===== src/rtl/branch_ctrl.sv =====
// branch_ctrl
//
// ID-stage branch resolution controller for a 5-stage MIPS pipeline.
// Evaluates conditional branches and j/jal in ID. Forwards branch operands
// from the MEM-stage ALU result. Stalls IF/ID and injects EX bubbles while
// an operand is still in flight. Issues a one-cycle registered PC redirect
// with IF/ID flush control. Keeps saturating branch statistics.
//
// Parameters
//   DELAY_SLOT  1: instruction at branch PC+4 executes; 0: it is flushed
//   CNT_W       width of the statistics counters
//
// Ports
//   clk, rst                core clock (rising edge), async active-high reset
//   id_valid                ID holds a valid instruction
//   branch_cond[2:0]        0 none, 1 beq, 2 bne, 3 blez, 4 bgtz, 5 bltz,
//                           6 bgez, 7 none
//   jump                    unconditional j/jal in ID
//   id_pc4[31:0]            PC+4 of the ID instruction
//   imm[15:0]               branch word offset
//   jaddr[25:0]             jump index
//   rs, rt[4:0]             source register numbers
//   rf_a, rf_b[31:0]        register file read data
//   ex_wr_en, ex_is_load, ex_wr_addr                   EX-stage writer
//   mem_wr_en, mem_is_load, mem_wr_addr, mem_result    MEM-stage writer
//   stall                   hold PC and IF/ID
//   bubble_ex               load a NOP into ID/EX
//   pc_redirect             load pc_target into PC at the next edge
//   pc_target[31:0]         redirect address
//   flush_if                squash the IF/ID register input
//   flush_id                squash the ID/EX register input (no delay slot)
//   br_cnt, taken_cnt       resolved conditional branches, taken
//                           branches plus jumps
module branch_ctrl #(
  parameter bit          DELAY_SLOT = 1'b1,
  parameter int unsigned CNT_W      = 16
) (
  input  logic             clk,
  input  logic             rst,
  input  logic             id_valid,
  input  logic [2:0]       branch_cond,
  input  logic             jump,
  input  logic [31:0]      id_pc4,
  input  logic [15:0]      imm,
  input  logic [25:0]      jaddr,
  input  logic [4:0]       rs,
  input  logic [4:0]       rt,
  input  logic [31:0]      rf_a,
  input  logic [31:0]      rf_b,
  input  logic             ex_wr_en,
  input  logic             ex_is_load,
  input  logic [4:0]       ex_wr_addr,
  input  logic             mem_wr_en,
  input  logic             mem_is_load,
  input  logic [4:0]       mem_wr_addr,
  input  logic [31:0]      mem_result,
  output logic             stall,
  output logic             bubble_ex,
  output logic             pc_redirect,
  output logic [31:0]      pc_target,
  output logic             flush_if,
  output logic             flush_id,
  output logic [CNT_W-1:0] br_cnt,
  output logic [CNT_W-1:0] taken_cnt
);

  typedef enum logic [1:0] {
    StIdle,
    StStall,
    StRedirect
  } state_e;

  localparam logic [CNT_W-1:0] CntMax = {CNT_W{1'b1}};
  localparam logic [CNT_W-1:0] CntOne = CNT_W'(1);

  state_e           state_q;
  logic [1:0]       cnt_q;
  logic [31:0]      target_q;
  logic             redirect_q;
  logic             flush_if_q;
  logic             flush_id_q;
  logic [CNT_W-1:0] br_cnt_q;
  logic [CNT_W-1:0] taken_cnt_q;

  // Request decode; a jump wins over a simultaneous branch.
  logic cond_valid;
  logic j_req;
  logic br_req;

  assign cond_valid = (branch_cond != 3'd0) && (branch_cond != 3'd7);
  assign j_req      = id_valid & jump;
  assign br_req     = id_valid & cond_valid & ~jump;

  // Only beq/bne read rt; the single-operand compares look at rs alone.
  logic use_rt;
  assign use_rt = (branch_cond == 3'd1) || (branch_cond == 3'd2);

  // Operand forwarding from the MEM-stage ALU result. A MEM load has no data
  // yet, so it is handled as a hazard instead of being forwarded.
  logic        fwd_a;
  logic        fwd_b;
  logic [31:0] op_a;
  logic [31:0] op_b;

  assign fwd_a = mem_wr_en & ~mem_is_load & (mem_wr_addr == rs) & (rs != 5'd0);
  assign fwd_b = mem_wr_en & ~mem_is_load & (mem_wr_addr == rt) & (rt != 5'd0);
  assign op_a  = fwd_a ? mem_result : rf_a;
  assign op_b  = fwd_b ? mem_result : rf_b;

  // Hazard depth per operand: EX load needs 2 cycles, EX ALU or MEM load 1.
  logic       ex_hit_a;
  logic       ex_hit_b;
  logic       mem_ld_hit_a;
  logic       mem_ld_hit_b;
  logic [1:0] n_a;
  logic [1:0] n_b;
  logic [1:0] n_stall;

  assign ex_hit_a     = ex_wr_en & (ex_wr_addr == rs) & (rs != 5'd0);
  assign ex_hit_b     = ex_wr_en & (ex_wr_addr == rt) & (rt != 5'd0) & use_rt;
  assign mem_ld_hit_a = mem_wr_en & mem_is_load & (mem_wr_addr == rs) & (rs != 5'd0);
  assign mem_ld_hit_b = mem_wr_en & mem_is_load & (mem_wr_addr == rt) & (rt != 5'd0) & use_rt;

  always_comb begin
    n_a = 2'd0;
    if (ex_hit_a) begin
      n_a = ex_is_load ? 2'd2 : 2'd1;
    end else if (mem_ld_hit_a) begin
      n_a = 2'd1;
    end
    n_b = 2'd0;
    if (ex_hit_b) begin
      n_b = ex_is_load ? 2'd2 : 2'd1;
    end else if (mem_ld_hit_b) begin
      n_b = 2'd1;
    end
    n_stall = (n_a > n_b) ? n_a : n_b;
  end

  // Branch condition evaluation on forwarded operands.
  logic a_zero;
  logic taken;

  assign a_zero = (op_a == 32'd0);

  always_comb begin
    taken = 1'b0;
    case (branch_cond)
      3'd1:    taken = (op_a == op_b);
      3'd2:    taken = (op_a != op_b);
      3'd3:    taken = op_a[31] | a_zero;
      3'd4:    taken = ~op_a[31] & ~a_zero;
      3'd5:    taken = op_a[31];
      3'd6:    taken = ~op_a[31];
      default: taken = 1'b0;
    endcase
  end

  // Redirect targets; the branch add wraps modulo 2^32.
  logic [31:0] br_target;
  logic [31:0] j_target;

  assign br_target = id_pc4 + {{14{imm[15]}}, imm, 2'b00};
  assign j_target  = {id_pc4[31:28], jaddr, 2'b00};

  // In IDLE the stall is combinational from the current request; in STALL it
  // comes from the registered state. Reset forces both low immediately.
  logic idle_stall;

  assign idle_stall = (state_q == StIdle) & br_req & (n_stall != 2'd0);

  always_comb begin
    stall     = 1'b0;
    bubble_ex = 1'b0;
    if (!rst && (idle_stall || (state_q == StStall))) begin
      stall     = 1'b1;
      bubble_ex = 1'b1;
    end
  end

  always_ff @(posedge clk or posedge rst) begin
    if (rst) begin
      state_q     <= StIdle;
      cnt_q       <= 2'd0;
      target_q    <= 32'd0;
      redirect_q  <= 1'b0;
      flush_if_q  <= 1'b0;
      flush_id_q  <= 1'b0;
      br_cnt_q    <= '0;
      taken_cnt_q <= '0;
    end else begin
      redirect_q <= 1'b0;
      flush_if_q <= 1'b0;
      flush_id_q <= 1'b0;
      unique case (state_q)
        StIdle: begin
          if (j_req) begin
            if (taken_cnt_q != CntMax) taken_cnt_q <= taken_cnt_q + CntOne;
            target_q   <= j_target;
            state_q    <= StRedirect;
            redirect_q <= 1'b1;
            flush_if_q <= 1'b1;
            flush_id_q <= ~DELAY_SLOT;
          end else if (br_req) begin
            if (n_stall != 2'd0) begin
              cnt_q <= n_stall - 2'd1;
              // With one cycle left the hazard is simply re-checked in IDLE.
              if (n_stall == 2'd2) state_q <= StStall;
            end else begin
              if (br_cnt_q != CntMax) br_cnt_q <= br_cnt_q + CntOne;
              if (taken) begin
                if (taken_cnt_q != CntMax) taken_cnt_q <= taken_cnt_q + CntOne;
                target_q   <= br_target;
                state_q    <= StRedirect;
                redirect_q <= 1'b1;
                flush_if_q <= 1'b1;
                flush_id_q <= ~DELAY_SLOT;
              end
            end
          end
        end
        StStall: begin
          cnt_q <= (cnt_q == 2'd0) ? 2'd0 : cnt_q - 2'd1;
          if (cnt_q <= 2'd1) state_q <= StIdle;
        end
        StRedirect: begin
          // Any request here sits in the delay slot and is dropped.
          state_q <= StIdle;
        end
        default: begin
          state_q <= StIdle;
        end
      endcase
    end
  end

  assign pc_redirect = redirect_q;
  assign pc_target   = target_q;
  assign flush_if    = flush_if_q;
  assign flush_id    = flush_id_q;
  assign br_cnt      = br_cnt_q;
  assign taken_cnt   = taken_cnt_q;

endmodule


===== config.mk =====
export PLATFORM = sky130hd
export DESIGN_NAME = branch_ctrl
export DESIGN_NICKNAME = d
export VERILOG_FILES = /design/src/rtl/branch_ctrl.sv
export SDC_FILE = /design/constraint.sdc
export NUM_CORES = 1
export LEC_CHECK = 0
export CELL_PAD_IN_SITES_DETAIL_PLACEMENT = 1
export CELL_PAD_IN_SITES_GLOBAL_PLACEMENT = 1
export CORE_ASPECT_RATIO = 1.25
export CORE_UTILIZATION = 32
export CTS_BUF_LIST = sky130_fd_sc_hd__clkbuf_4 sky130_fd_sc_hd__clkbuf_8 sky130_fd_sc_hd__clkbuf_16
export DETAILED_ROUTE_END_ITERATION = 6
export HOLD_SLACK_MARGIN = 0.12
export PLACE_DENSITY_LB_ADDON = 0.1
export SETUP_SLACK_MARGIN = 0.2
export SLEW_MARGIN = 5
export SYNTH_ARGS = -nofsm -noshare
export SYNTH_HDL_FRONTEND = slang
export SYNTH_SLANG_ARGS = --single-unit

===== constraint.sdc =====
create_clock -name clk -period 6.14 [get_ports clk]
set_input_delay 1.228 -clock clk [delete_from_list [all_inputs] [get_ports clk]]
set_output_delay 1.228 -clock clk [all_outputs]
set_load 0.05 [all_outputs]

==> Yosys cells after proc, flatten, opt, wreduce, memory -nomap -nowiden <==
Cells that the tools add are included.
{ "op_classes": {"mux": 36, "addsub": 5, "reduce_logical": 19, "eq_ne": 25, "n_lt_le_gt_ge": 2, "n_bitwise": 29} }
{ "ops": {"columns": ["cell", "n"], "rows": [
  ["two-way mux 32 bit", 6],
  ["two-way mux 16 bit", 5],
  ["adder 16 x 1 -> 16 bit (second input constant)", 2],
  ["adder 32 bit", 1],
  ["== test 32 bit", 1],
  ["logical NOT 32 bit", 1],
  ["inequality test 16 bit (second input constant)", 2],
  ["inequality test 32 bit", 1],
  ["two-way mux 2 bit", 14],
  ["AND 1 bit", 22],
  ["== test 5 bit", 4],
  ["AND reduction 4 bit", 3],
  ["nonzero test 5 bit", 2],
  ["== test 3 bit (second input constant)", 3],
  ["two-way mux 1 bit", 8],
  ["inequality test 4 x 3 -> 1 bit (second input constant)", 2],
  ["case mux 2 bit (2 select lines)", 2],
  ["nonzero test 2 bit", 4],
  ["== test 3 x 2 -> 1 bit (second input constant)", 2],
  ["inequality test 2 bit (second input constant)", 3],
  ["inequality test 3 bit (second input constant)", 2],
  ["NOT 1 bit", 6],
  ["case mux 1 bit (6 select lines)", 1],
  ["AND reduction 5 bit", 1],
  ["13 further kinds", 18]
]} }
{ "totals": {"wordCells": 122, "out_inout_bits": 69, "inputBits": 201, "regBits": 69} }

==> Longest topological paths before layout <==
{ "depth": {"depth_word": 14, "ltp_mapped": 22, "ltp_nobuf": 21} }

==> Worst setup path after synthesis <==
No wires, ideal clock.
{ "synth_timing": {"path_kind": "input to output", "startpoint": "in rs[4]", "endpoint": "out stall", "arrival_time_ps": 4930, "required_time_ps": 4912, "path_buffers": 3, "slack_ps": -18, "stages": 16, "cell_sequence": "xor2_1 -> nor4_4 -> and2_1 -> buf_6 -> buf_2 -> nand4_1 -> o21ai_0 -> inv_1 -> ha_1 -> a21oi_1 -> mux2i_1 -> ha_1 -> nor2_1 -> a31oi_1 -> nor3_1 -> buf_4"} }
{ "synth_via": {"elab_chain_cells": 12, "word_cells_on_any_way": 16, "classes_between": "1 x order compare; 2 x eq/ne; 4 x mux; 5 x bitwise; 4 x reduce/logical"} }
{ "synth_lines": {"columns": ["element", "line", "text"], "rows": [
  ["start, declared", "46", "input logic [4:0] rs,"],
  ["== test 5 bit", "121", "assign mem_ld_hit_a = mem_wr_en & mem_is_load & (mem_wr_addr == rs) & (rs != 5'd0);"],
  ["AND 1 bit (2 in series)", "121", null],
  ["two-way mux 1 bit", "128", "end else if (mem_ld_hit_a) begin"],
  ["two-way mux 2 bit (*)", "126", "if (ex_hit_a) begin"],
  ["greater-than comparator 2 bit", "137", "n_stall = (n_a > n_b) ? n_a : n_b;"],
  ["two-way mux 2 bit (*)", "137", null],
  ["nonzero test 2 bit (*)", "170", "assign idle_stall = (state_q == StIdle) & br_req & (n_stall != 2'd0);"],
  ["AND 1 bit (*)", "170", null],
  ["logical OR 1 bit (*)", "175", "if (!rst && (idle_stall || (state_q == StStall))) begin"],
  ["logical AND 1 bit (*)", "175", null],
  ["two-way mux 1 bit (*)", null, null],
  ["end, declared", "57", "output logic stall,"]
]} }
Every way passes the cells marked *; elsewhere a longest branch is shown, timed or not.

==> Worst setup path after layout <==
{ "layout_timing": {"startpoint": "in rs[1]", "endpoint": "out bubble_ex"} }
{ "layout_via": {"elab_chain_cells": 12, "word_cells_on_any_way": 16, "classes_between": "1 x order compare; 2 x eq/ne; 4 x mux; 5 x bitwise; 4 x reduce/logical"} }
{ "layout_lines": {"columns": ["element", "line", "text"], "rows": [
  ["== test 5 bit", "121", null],
  ["AND 1 bit (2 in series)", "121", null],
  ["two-way mux 1 bit", "128", null],
  ["two-way mux 2 bit (*)", "126", null],
  ["greater-than comparator 2 bit", "137", null],
  ["two-way mux 2 bit (*)", "137", null],
  ["nonzero test 2 bit (*)", "170", null],
  ["AND 1 bit (*)", "170", null],
  ["logical OR 1 bit (*)", "175", null],
  ["logical AND 1 bit (*)", "175", null],
  ["two-way mux 1 bit (*)", "175", null],
  ["end, declared", "58", "output logic bubble_ex,"]
]} }
Marked as above.

==> impl_metrics.toml <==
[job]
cap_violations = 0

[floorplan]
rows = 59
core_um2 = 21040
fp.dieArea_um2 = 22340
die_h_um = 166.8
initial_utilization_pct = 33.07
ioPinCount = 270
die_x_um = 133.9

[synth]
ys_warn_count = 0
synth_ff_type = "dfrtp_1"
synthXorXnorAreaFrac_pct = 12.72
postSynthAreaPerCell_um2 = 8.402
synth.ff_latch_count = 69
synth_enable_flop_cells = 0
ys_seq_area_share_pct = 24.82
synth_compound_area_share_pct = 24.23
synthAdderAreaFrac_pct = 6.583
synth_mux_area_share_pct = 8.291
yosys.area_share.simple_pct = 18.69
synth_top_family_by_area = "compound AO/OA/AOI/OAI gates"
syn_inst = 828
ys_types = 65
synth_nets = 1065
ys_async_sr_fraction_pct = 100.0
syn_area_um2 = 6957

[setup_path]
crit_family = "simple AND/OR/NAND/NOR gates"
cp.arrival_ps = 4510
reg2reg_from = "br_cnt[4]"
rrSetupSlack_ps = 3350
crit_type = "in -> out"
slowest_stage = "clkdlybuf4s50_1"
cp_max_fo = 4
crit_path_start_kind = "primary input"
path_cells = "clkdlybuf4s50_1, nor4_2, nor3_1, a21oi_1, nor4_2, nand3_1, o21ai_2, inv_1, ha_1, a21oi_1, mux2i_2, ha_2, nor2_1, a31oi_1, nor3_2, buf_4"
max_stage_delay_ps = 570
cp-end-kind = "output port"
rr_endpoint = "br_cnt[11]"
cp.required_ps = 4910
r2r_cells = 13
crit_buf_inv = 3
cp_num_cells = 16

[worst_hold_path]
hold_path_class = "reg -> reg"
hp-start = "pc_target[31]"
hold_path_depth = 2
worst_hold_path.endpoint = "pc_target[31]"

[sta]
rsz0062_at_grt = "no"
whs_ps = 490.3
worst_pin_slew_ps = 783.1
final-hold-violation-count = 0
max_freq_mhz = 174.3
worst_clock_skew_ps = 7.371
final_max_slew_viol_count = 0
slew_headroom_pct = 47.72
setup_viol = 0
finalCritPeriodShare_pct = 93.43
setup_tns_ps = 0
period_minus_slack_ps = 5736

[routing]
viasPerCell = 5.517
vias = 7508
drc = 0
postRouteAntennaNets = 0
drt_wl_total_um = 26820
firstDrtPassIters = 4
wire_per_inst_um = 19.71
first_iter_violations = 313

[global_routing]
antenna_found_initial = 2
overflow = 0
grt_use_total_pct = 24.09
grt_pass1_wl_um = 42740
grt_max_degree = 53
grt_pass1_vias = 8019

[power_and_ir_drop]
cellPowerDensity_nw_per_um2 = 250.6
ir_drop_uv = 207.4
p_total_mw = 2.577
p_leak_nw = 4.098

[placement]
place_hpwl_um = 21000
dp_cells = 1343
place.gp.congestion = 0.8149
port_buffers = 268

[clock_tree]
htreeDepth = 3
cts_tree = "yes"
cts_buffer_depth = 2
worst_skew_pair.late_latency_ps = 350
post_cts_buffers = 0
cts-root-buf = "clkbuf_16"
cts.sink_count = 69
numCtsBuffers = 9
cts.clk_slew.worst_paths_ps = 60
cts_hold_buf = 0

[cells_and_area]
drive_gt1_share_pct = 5.622
postLayoutCoreUtil_pct = 48.87
layout.nets = 1317
stdcell_count = 1361
syn_to_final_growth_pct = 47.81

[run_status]
status = "finished clean"
==> worst max-delay path by stage <==
stage / startpoint / endpoint / slack [ps]
finish: rs[1] / bubble_ex / 400
global route: rs[1] / bubble_ex / 100
CTS: rs[1] / bubble_ex / 270
detailed placement: rs[1] / taken_cnt[15] / 290
global placement: rs[1] / bubble_ex / 380
floorplan: rs[4] / stall / 470
==> placed cells by master (no fill, tap or decap), types with 8 or more instances in the layout <==
cell type	count
nand2_1	54
nor3_1	21
clkdlybuf4s50_1	266
ha_1	34
o21ai_0	34
o22ai_1	18
nor2_1	51
buf_4	12
nand2b_1	9
nor4_1	25
o21a_1	8
dfrtp_1	69
a21o_1	17
and3_1	16
inv_1	25
o22a_1	28
mux2i_1	18
nand3_1	27
o221ai_1	8
xor2_1	65
mux2_1	23
a32oi_1	26
a21oi_1	65
xnor2_1	36
nand4_1	19
clkbuf_16	9
==> state kept, by name, indices dropped and copies added, names as in the netlist <==
register   flops
state_q        2
taken_cnt     16
br_cnt        16
flush_if       1
cnt_q          2
pc_target     32
==> tightest hold or removal path: stages, from the launching register on <==
cell     delay, ps
dfrtp_1        350
nand2_1         50
o21ai_1         60
==> area by class of cell <==
class	count	area (µm²)
flip-flops and latches	69	1727
repair buffers	282	2833
multi-input cells	691	4951
fillers	2487	10760
diodes	2	5.005
clock inverters	7	97.59
inverters	27	101.3
clock buffers	9	225.2
well taps	274	342.8
==> cell usage after synthesis (4+ instances only) <==
library cell  count  area (µm²)
nor3_1           22       110.1
o21ai_0          35       175.2
dfrtp_1          69        1727
clkbuf_1         22       82.58
o221ai_1          8       70.07
inv_1            26       97.59
or2_2             5       31.28
mux2i_1          19       190.2
a211oi_1          5       37.54
nand2_1          55       206.5
a21o_1           17       127.6
o21ai_1           4       20.02
and3_1           16       100.1
o21bai_1          4       30.03
xor2_1           65       569.3
a31oi_1           5       31.28
o21a_1            8       60.06
a21oi_1          65       325.3
o2111ai_1         7       61.31
o211ai_1          4       30.03
mux2_1           23       259.0
o22ai_1          18       112.6
a32oi_1          26       227.7
ha_1             35       437.9
nor2_1           51       191.4
nand3_1          27       135.1
xnor2_1          36       315.3
nor4_1           28       175.2
nand4_1          19       118.9
nand2b_1          9       56.30
buf_6             4       45.04
and2_1            5       31.28
mux2_4            7       105.1
buf_2             8       40.04
o22a_1           28       245.2
buf_4             7       52.55
==> per-stage QoR <==
| step | instance area [µm²] | setup WS (ps) |
|---|---|---|
| after floorplan | 6962 | 468.0 |
| after global placement | 9926 | 378.6 |
| after detailed placement | 9926 | 287.5 |
| after CTS | 10250 | 274.0 |
| after global routing | 10280 | 98.10 |
| final | 10280 | 403.6 |
==> repair_timing <==
item,4_1_cts,5_1_grt
setup endpoints to repair,0,2
resized for setup,0,7
endpoints found under the hold margin,0,0
==> cells by family (layout without fill, tap and decap cells) <==
| logic type | after synthesis | after routing |
|---|---|---|
| buffers and inverters | 68 | 325 |
| XOR/XNOR | 101 | 101 |
| AND/OR/NAND/NOR | 253 | 253 |
| adder cells (fa/ha/maj) | 36 | 36 |
| multiplexers | 51 | 51 |
| AO/OA/AOI/OAI | 249 | 249 |
| flip-flops | 69 | 69 |
| other | 1 | 3 |
==> layer usage <==
metal	part of all wire, %	wire length, µm	global-route usage (%)	up-vias
li1	-	-	-	3633
met1	41	11040	28.71	3634
met4	2.5	668	8.202	0
met3	6.7	1788	5.693	35
met5	0	0	0	-
met2	50	13320	41.88	206
==> power breakdown <==
| group | total, mW | internal [mW] | switching, mW | leakage [nW] |
|---|---|---|---|---|
| logic | 1.31 | 0.524 | 0.789 | 3.10 |
| registers | 0.682 | 0.574 | 0.108 | 0.842 |
| clock network | 0.582 | 0.357 | 0.225 | 0.152 |
Note: power is estimated with default switching activity, not from simulation.
